[config.mk]
export PLATFORM = sky130hd
export DESIGN_NAME = mrc_desc_proc
export DESIGN_NICKNAME = d
export VERILOG_FILES = /design/src/rtl/mrc_desc_proc.sv
export SDC_FILE = /design/constraint.sdc
export NUM_CORES = 1
export LEC_CHECK = 0
export BUFFER_PORTS_ARGS = -buffer_cell sky130_fd_sc_hd__buf_4
export CORE_ASPECT_RATIO = 0.7
export CORE_MARGIN = 8
export CORE_UTILIZATION = 50
export DETAILED_ROUTE_END_ITERATION = 7
export MAX_ROUTING_LAYER = met4
export PLACE_DENSITY = 0.71
export REMOVE_ABC_BUFFERS = 1
export SYNTH_ARGS = -nofsm -noshare
export SYNTH_HDL_FRONTEND = slang
export SYNTH_SLANG_ARGS = --single-unit
[constraint.sdc]
create_clock -name clk -period 22 [get_ports clk]
set_clock_uncertainty 0.2 [all_clocks]
set_input_delay 6.6 -clock clk [delete_from_list [all_inputs] [get_ports clk]]
set_output_delay 6.6 -clock clk [all_outputs]
set_load 0.02 [all_outputs]
[src/rtl/mrc_desc_proc.sv]
// mrc_desc_proc: memory-read-controller descriptor processor.
// Multi-beat MR descriptors arrive from the WU decoder, pass through a
// one-stage input register into a beat FIFO, and are assembled by a decode
// FSM that issues one read request per line to the memory-access side.
// Optional build macro: MRC_DESC_PROC_PROTOCOL_CHECK_EN turns framing,
// channel-range and unknown-option violations into a sticky error state.
// Without it those cases are tolerated and only FIFO overflow flags an error.

module mrc_desc_proc #(
    parameter int NUM_OPT        = 3,
    parameter int OPT_TYPE_W     = 8,
    parameter int OPT_VALUE_W    = 32,
    parameter int ADDR_W         = 24,
    parameter int NUM_CH         = 4,
    parameter int FIFO_DEPTH     = 8,
    parameter int FIFO_THRESHOLD = 3
) (
    input  logic                                          clk,
    input  logic                                          reset_poweron,
    input  logic                                          wud__mrc__valid,
    output logic                                          mrc__wud__ready,
    input  logic [1:0]                                    wud__mrc__cntl,
    input  logic [NUM_OPT*OPT_TYPE_W-1:0]                 wud__mrc__option_type,
    input  logic [NUM_OPT*OPT_VALUE_W-1:0]                wud__mrc__option_value,
    output logic                                          mrc__mem__req_valid,
    input  logic                                          mem__mrc__req_ready,
    output logic [((NUM_CH > 1) ? $clog2(NUM_CH) : 1)-1:0] mrc__mem__req_chan,
    output logic [ADDR_W-1:0]                             mrc__mem__req_addr,
    output logic                                          mrc__mem__req_last,
    output logic                                          mrc__desc_done,
    output logic                                          mrc__err
);

    localparam int CHAN_W  = (NUM_CH > 1) ? $clog2(NUM_CH) : 1;
    localparam int LINES_W = 16;
    localparam int TYPES_W = NUM_OPT * OPT_TYPE_W;
    localparam int VALUES_W = NUM_OPT * OPT_VALUE_W;
    localparam int PTR_W   = (FIFO_DEPTH > 1) ? $clog2(FIFO_DEPTH) : 1;
    localparam int CNT_W   = $clog2(FIFO_DEPTH + 1);

    localparam logic [PTR_W-1:0] LAST_PTR    = PTR_W'(FIFO_DEPTH - 1);
    localparam logic [CNT_W-1:0] DEPTH_CNT   = CNT_W'(FIFO_DEPTH);
    localparam logic [CNT_W-1:0] READY_LIMIT = CNT_W'(FIFO_DEPTH - FIFO_THRESHOLD);

    // Beat framing codes
    localparam logic [1:0] CNTL_SOM     = 2'd0;
    localparam logic [1:0] CNTL_MOM     = 2'd1;
    localparam logic [1:0] CNTL_EOM     = 2'd2;
    localparam logic [1:0] CNTL_SOM_EOM = 2'd3;

    // Option type codes
    localparam logic [OPT_TYPE_W-1:0] OPT_NOP    = OPT_TYPE_W'(0);
    localparam logic [OPT_TYPE_W-1:0] OPT_CHAN   = OPT_TYPE_W'(1);
    localparam logic [OPT_TYPE_W-1:0] OPT_ADDR   = OPT_TYPE_W'(2);
    localparam logic [OPT_TYPE_W-1:0] OPT_LINES  = OPT_TYPE_W'(3);
    localparam logic [OPT_TYPE_W-1:0] OPT_STRIDE = OPT_TYPE_W'(4);

    typedef enum logic [1:0] {
        ST_WAIT  = 2'd0,
        ST_ISSUE = 2'd1,
        ST_ERR   = 2'd2
    } state_t;

    // Input register stage
    logic                inValid_q;
    logic [1:0]          inCntl_q;
    logic [TYPES_W-1:0]  inType_q;
    logic [VALUES_W-1:0] inValue_q;

    // Beat FIFO
    logic [1:0]          fifoCntl_q  [FIFO_DEPTH];
    logic [TYPES_W-1:0]  fifoType_q  [FIFO_DEPTH];
    logic [VALUES_W-1:0] fifoValue_q [FIFO_DEPTH];
    logic [PTR_W-1:0]    wrPtr_q, wrPtr_d;
    logic [PTR_W-1:0]    rdPtr_q, rdPtr_d;
    logic [CNT_W-1:0]    count_q, count_d;
    logic                fifoEmpty, fifoFull, fifoPush, fifoPop, overflow;
    logic                ready_q;

    logic [1:0]          headCntl;
    logic [TYPES_W-1:0]  headType;
    logic [VALUES_W-1:0] headValue;

    // Decode of the FIFO head beat against the descriptor being assembled
    logic                isStart, isEnd, protoErr;
    logic [CHAN_W-1:0]   newChan;
    logic [ADDR_W-1:0]   newAddr;
    logic [LINES_W-1:0]  newLines;
    logic [ADDR_W-1:0]   newStride;

    // Descriptor / request state
    state_t              state_q, state_d;
    logic [CHAN_W-1:0]   chan_q, chan_d;
    logic [ADDR_W-1:0]   addr_q, addr_d;
    logic [ADDR_W-1:0]   stride_q, stride_d;
    logic [LINES_W-1:0]  remain_q, remain_d;
    logic                open_q, open_d;
    logic                done_q, done_d;
    logic                err_q, err_d;

    logic                unusedBits;

    // Capture every upstream beat once; ready is registered so upstream never overruns.
    always_ff @(posedge clk or posedge reset_poweron) begin
        if (reset_poweron) begin
            inValid_q <= 1'b0;
            inCntl_q  <= 2'd0;
            inType_q  <= '0;
            inValue_q <= '0;
        end else begin
            inValid_q <= wud__mrc__valid;
            inCntl_q  <= wud__mrc__cntl;
            inType_q  <= wud__mrc__option_type;
            inValue_q <= wud__mrc__option_value;
        end
    end

    assign fifoEmpty = (count_q == '0);
    assign fifoFull  = (count_q == DEPTH_CNT);
    // A pop in the same cycle frees the slot, so a write at full is legal then.
    assign fifoPush  = inValid_q && (!fifoFull || fifoPop);
    assign overflow  = inValid_q && fifoFull && !fifoPop;

    assign headCntl  = fifoCntl_q[rdPtr_q];
    assign headType  = fifoType_q[rdPtr_q];
    assign headValue = fifoValue_q[rdPtr_q];

    // Pointer and occupancy bookkeeping for the beat FIFO.
    always_comb begin
        wrPtr_d = wrPtr_q;
        rdPtr_d = rdPtr_q;
        count_d = count_q;
        if (fifoPush) begin
            wrPtr_d = (wrPtr_q == LAST_PTR) ? '0 : wrPtr_q + PTR_W'(1);
        end
        if (fifoPop) begin
            rdPtr_d = (rdPtr_q == LAST_PTR) ? '0 : rdPtr_q + PTR_W'(1);
        end
        if (fifoPush && !fifoPop) begin
            count_d = count_q + CNT_W'(1);
        end else if (!fifoPush && fifoPop) begin
            count_d = count_q - CNT_W'(1);
        end
    end

    // FIFO storage needs no reset; occupancy alone decides what is valid.
    always_ff @(posedge clk) begin
        if (fifoPush) begin
            fifoCntl_q[wrPtr_q]  <= inCntl_q;
            fifoType_q[wrPtr_q]  <= inType_q;
            fifoValue_q[wrPtr_q] <= inValue_q;
        end
    end

    // FIFO pointers, occupancy and the registered ready derived from next occupancy.
    always_ff @(posedge clk or posedge reset_poweron) begin
        if (reset_poweron) begin
            wrPtr_q <= '0;
            rdPtr_q <= '0;
            count_q <= '0;
            ready_q <= 1'b0;
        end else begin
            wrPtr_q <= wrPtr_d;
            rdPtr_q <= rdPtr_d;
            count_q <= count_d;
            ready_q <= (count_d < READY_LIMIT);
        end
    end

    // Fold the head beat's options, in index order, onto either defaults or the open descriptor.
    always_comb begin
        isStart  = (headCntl == CNTL_SOM) || (headCntl == CNTL_SOM_EOM);
        isEnd    = (headCntl == CNTL_EOM) || (headCntl == CNTL_SOM_EOM);
        protoErr = 1'b0;
`ifdef MRC_DESC_PROC_PROTOCOL_CHECK_EN
        // A start must open a closed descriptor; a continuation needs an open one.
        if (isStart == open_q) begin
            protoErr = 1'b1;
        end
`else
        // Orphan MOM/EOM behave as SOM/SOM_EOM; a SOM while open simply restarts.
        isStart = isStart || !open_q;
`endif
        if (isStart) begin
            newChan   = '0;
            newAddr   = '0;
            newLines  = LINES_W'(1);
            newStride = ADDR_W'(1);
        end else begin
            newChan   = chan_q;
            newAddr   = addr_q;
            newLines  = remain_q;
            newStride = stride_q;
        end
        for (int i = 0; i < NUM_OPT; i++) begin
            case (headType[i*OPT_TYPE_W +: OPT_TYPE_W])
                OPT_NOP: begin
                end
                OPT_CHAN: begin
`ifdef MRC_DESC_PROC_PROTOCOL_CHECK_EN
                    if (headValue[i*OPT_VALUE_W +: OPT_VALUE_W] >= OPT_VALUE_W'(NUM_CH)) begin
                        protoErr = 1'b1;
                    end
                    newChan = headValue[i*OPT_VALUE_W +: CHAN_W];
`else
                    newChan = CHAN_W'(32'(headValue[i*OPT_VALUE_W +: CHAN_W]) % NUM_CH);
`endif
                end
                OPT_ADDR: begin
                    newAddr = headValue[i*OPT_VALUE_W +: ADDR_W];
                end
                OPT_LINES: begin
                    newLines = headValue[i*OPT_VALUE_W +: LINES_W];
                end
                OPT_STRIDE: begin
                    newStride = headValue[i*OPT_VALUE_W +: ADDR_W];
                end
                default: begin
`ifdef MRC_DESC_PROC_PROTOCOL_CHECK_EN
                    protoErr = 1'b1;
`endif
                end
            endcase
        end
    end

    // Upper option value bits beyond the decoded fields carry no meaning.
    assign unusedBits = ^headValue;

    // Decode FSM: assemble descriptors in WAIT, stream line requests in ISSUE.
    always_comb begin
        state_d  = state_q;
        chan_d   = chan_q;
        addr_d   = addr_q;
        stride_d = stride_q;
        remain_d = remain_q;
        open_d   = open_q;
        done_d   = 1'b0;
        err_d    = err_q || overflow;
        fifoPop  = 1'b0;
        case (state_q)
            ST_WAIT: begin
                if (!fifoEmpty) begin
                    fifoPop = 1'b1;
                    if (protoErr) begin
                        state_d = ST_ERR;
                        err_d   = 1'b1;
                        open_d  = 1'b0;
                    end else begin
                        chan_d   = newChan;
                        addr_d   = newAddr;
                        stride_d = newStride;
                        remain_d = newLines;
                        if (isEnd) begin
                            open_d = 1'b0;
                            if (newLines == '0) begin
                                done_d = 1'b1;
                            end else begin
                                state_d = ST_ISSUE;
                            end
                        end else begin
                            open_d = 1'b1;
                        end
                    end
                end
            end
            ST_ISSUE: begin
                if (mem__mrc__req_ready) begin
                    addr_d   = addr_q + stride_q;
                    remain_d = remain_q - LINES_W'(1);
                    if (remain_q == LINES_W'(1)) begin
                        state_d = ST_WAIT;
                        done_d  = 1'b1;
                    end
                end
            end
            ST_ERR: begin
            end
            default: begin
                state_d = ST_WAIT;
            end
        endcase
    end

    // Descriptor registers and FSM state; reset abandons any in-flight request.
    always_ff @(posedge clk or posedge reset_poweron) begin
        if (reset_poweron) begin
            state_q  <= ST_WAIT;
            chan_q   <= '0;
            addr_q   <= '0;
            stride_q <= '0;
            remain_q <= '0;
            open_q   <= 1'b0;
            done_q   <= 1'b0;
            err_q    <= 1'b0;
        end else begin
            state_q  <= state_d;
            chan_q   <= chan_d;
            addr_q   <= addr_d;
            stride_q <= stride_d;
            remain_q <= remain_d;
            open_q   <= open_d;
            done_q   <= done_d;
            err_q    <= err_d;
        end
    end

    assign mrc__wud__ready     = ready_q;
    assign mrc__mem__req_valid = (state_q == ST_ISSUE);
    assign mrc__mem__req_chan  = chan_q;
    assign mrc__mem__req_addr  = addr_q;
    assign mrc__mem__req_last  = (state_q == ST_ISSUE) && (remain_q == LINES_W'(1));
    assign mrc__desc_done      = done_q;
    assign mrc__err            = err_q;

endmodule
==> results.yml <==
placement:
  io_buffers: 132
  globalplace.congestion: 0.913
  dpl.hpwl_um: 49400
cells_and_area:
  area_growth_pct: 13.3
  n_fill_cell: 5664
  layout_commonest_cell: "edfxtp_1"
  layout_common_cells: "edfxtp_1 (784), dfrtp_1 (176), buf_4 (175), mux4_2 (173), nand2_1 (124)"
  fin_nets: 2450
  drive_gt1_share_pct: 22.8
min_path:
  holdPathStages: 2
  min_to: "stride_q[5]"
  hold_class: "register to register"
  hp-start: "stride_q[5]"
grt:
  grt_pass1_vias: 20911
  grt_max_degree: 93
  globalRouteOverflowTotal: 0
  grt_pass1_wl_um: 130000
  grt_antenna_before_repair: 1
  grt_use_total_pct: 20.4
synth:
  synth_area_per_cell_um2: 17.9
  ys_warn_count: 0
  synth_area_um2: 38300
  synth_largest_area_cell: "edfxtp_1"
  synth_edf_count: 784
  synth.distinct_cells: 80
  synth_top_area_share_pct: 61.5
  synth-async-reset-ratio_pct: 18.7
  ys_ff_latch: 964
  synthCells: 2133
  synth.yosys.seq_area_share_pct: 73.3
  synth_flop_cell: "edfxtp_1"
  yosys-top-cells-area: "edfxtp_1 (61%), dfrtp_1 (12%), mux4_2 (10%), mux2i_1 (2.0%), nand2_1 (1.2%)"
power_and_ir_drop:
  ir_drop_mv: 0.0712
  p_leak_nw: 14.5
  power_mw: 4.22
  power.density_nw_per_um2: 97.3
floorplanning:
  io_pins: 157
  core_um2: 76400
  die_w_um: 347
  rows: 85
  start_util_pct: 50.1
  die_area_um2: 85800
  die_y_um: 248
worst_setup_path:
  end_kind: "output port"
  arrival_ns: 2.75
  path_class: "register to output port"
  crit_fanout: 18
  reg2reg_slack_ns: 15.73
  required_ns: 15.20
  rr_startpoint: "rdPtr_q[1]"
  slowest_stage: "clkinv_1"
  path_buf_inv: 2
  cpPeakStageDelay_ns: 0.56
  crit_chain: "clkinv_1 -> nor4b_1 -> and4_1 -> buf_4"
  start_kind: "register"
  r2r-end: "mrc__desc_done"
  cp_top_family: "simple AND/OR/NAND/NOR gates"
  reg2regPathDepth: 12
cts:
  tritoncts.num_buffers: 89
  cts_max_level: 3
  clkTransAtPathRegs_ns: 0.07
  ctsResizeCount: 0
  clock-sinks: 964
  clk_latency_ns: 0.66
  clockBufferDepth: 3
  root_buffer: "clkbuf_16"
  ctsHoldBuffers: 0
  cts_post_setup_buffers_inserted: 0
  cts_tree: "done"
detailed_routing:
  dr.pass1.iters: 6
  viasPerCell: 6.09
  wl_per_cell_um: 25.2
  drc: 0
  vias: 20497
  routed_wirelength_um: 85000
  detail-route-antenna-nets: 0
  drtIter0Drc: 2073
job:
  maxCapViolations: 0
sta:
  worstMarginPinSlew_ns: 1.14
  min_period_ns: 9.55
  hold_viol: 0
  finalSetupViolCount: 0
  relSlewSlack_pct: 23.9
  rsz0062_at_grt: "no"
  finalCritPeriodShare_pct: 43.4
  tns_ns: 0
  fmax_ghz: 0.105
  drv_slew: 0
outcome:
  status: "complete, no violations"
## worst register-to-register path: cells and delay by family, from the launching register on
kind | cells | cell delay [ns]
AO/OA/AOI/OAI | 2 | 0.26
buffers and inverters | 2 | 1.47
flip-flops | 1 | 0.77
multiplexers | 2 | 1.10
AND/OR/NAND/NOR | 6 | 2.35
## how the worst max path moves through the flow
stage | startpoint | slack [ns] | cells after the start | end
6_report | state_q[0] | 12.45 | 4 | mrc__mem__req_last
5_1_grt | remain_q[6] | 12.38 | 3 | mrc__mem__req_last
4_1_cts | state_q[0] | 12.47 | 4 | mrc__mem__req_last
3_5_place_dp | mem__mrc__req_ready | 12.92 | 8 | mrc__mem__req_addr[23]
3_3_place_gp | mem__mrc__req_ready | 12.92 | 8 | mrc__mem__req_addr[23]
2_1_floorplan | rdPtr_q[0] | 7.78 | 7 | stride_q[0]
## metrics by stage
| stage | std cells | hold slack, ns | setup slack, ns | util [%] | area (um^2) |
|---|---|---|---|---|---|
| floorplan | 2023 | 0.254 | 7.78 | - | 37800 |
| global placement | 3199 | 0.266 | 12.92 | 52.9 | 40400 |
| detailed placement | 3199 | 0.273 | 12.92 | 52.9 | 40400 |
| CTS | 3367 | 0.289 | 12.47 | 56.8 | 43400 |
| global route | 3368 | 0.308 | 12.38 | 56.8 | 43400 |
| finish | 3368 | 0.293 | 12.45 | 56.8 | 43400 |
## cells by family (layout without fill, tap and decap cells)
| kind of cell | after synthesis | count (layout) | share of synthesized area, % |
|---|---|---|---|
| other | 0 | 1 | 0 |
| buffers and inverters | 143 | 377 | 1.72 |
| adders and majority gates | 34 | 34 | 1.13 |
| and+or+nand+nor | 360 | 360 | 4.57 |
| xor gates and xnor gates | 21 | 21 | 0.480 |
| muxes | 285 | 285 | 13.5 |
| AOI/OAI and AO/OA | 326 | 326 | 5.35 |
| DFF | 964 | 964 | 73.3 |
## final cells by class
class / count / area [um^2] / share of cell area [%]
repair buffers: 176 / 1330 / 3.08
multi-input cells: 1026 / 9660 / 22.3
flip-flops and latches: 964 / 28100 / 64.7
well taps: 1000 / 1250 / 2.89
diodes: 1 / 2.50 / 0.00577
inverters: 33 / 131 / 0.303
clock buffers: 114 / 2420 / 5.59
clock inverters: 54 / 500 / 1.15
## where the power goes
group | leakage [nW] | switching [mW] | total, mW | internal [mW]
sequential | 9.34 | 0.0861 | 2.30 | 2.22
clock | 1.42 | 0.656 | 1.53 | 0.876
combinational | 3.73 | 0.261 | 0.385 | 0.124
total | 14.5 | 1.00 | 4.22 | 3.22
## flip-flops by register name (all words and copies together) (netlist names), 2 cells and up
signal              flops
remain_q               16
fifoCntl_q             16
wrPtr_q                 3
inType_q               24
fifoValue_q           576
inValue_q              72
mrc__mem__req_addr     24
count_q                 4
fifoType_q            192
inCntl_q                2
mrc__mem__req_chan      2
stride_q               24
rdPtr_q                 3
## synth_stat cells (3+ instances only)
| master | number |
|---|---|
| o21ai_0 | 92 |
| o221a_2 | 5 |
| nand4_1 | 4 |
| buf_2 | 35 |
| buf_6 | 4 |
| o31ai_1 | 4 |
| inv_1 | 32 |
| a211oi_1 | 33 |
| a21o_1 | 18 |
| nor2_1 | 85 |
| dfrtp_1 | 180 |
| a31oi_1 | 3 |
| and2_1 | 6 |
| ha_1 | 33 |
| nand2b_1 | 9 |
| buf_4 | 8 |
| clkbuf_1 | 53 |
| mux2i_1 | 77 |
| buf_1 | 9 |
| and3_1 | 7 |
| or3_1 | 4 |
| mux4_2 | 173 |
| o22ai_1 | 28 |
| nand2_1 | 124 |
| nor3b_1 | 10 |
| mux4_1 | 6 |
| edfxtp_1 | 784 |
| xor2_1 | 7 |
| a221oi_1 | 8 |
| o211ai_1 | 7 |
| o21bai_1 | 4 |
| o41ai_1 | 4 |
| o31a_1 | 4 |
| a21oi_1 | 85 |
| o21a_1 | 4 |
| nor4_1 | 35 |
| nor3_1 | 30 |
| nand3_1 | 19 |
| nor2b_1 | 7 |
| a32oi_1 | 4 |
| mux2_2 | 27 |
| xnor2_1 | 14 |
## layer usage
metal,global-route usage [%],wire [um],up-vias
met3,4.07,6400,144
met1,28.2,36600,10681
li1,-,-,8833
met5,-,0,-
met2,31.4,40200,839
met4,5.15,1790,0
No activity file was read; power rests on OpenSTA's default activity.
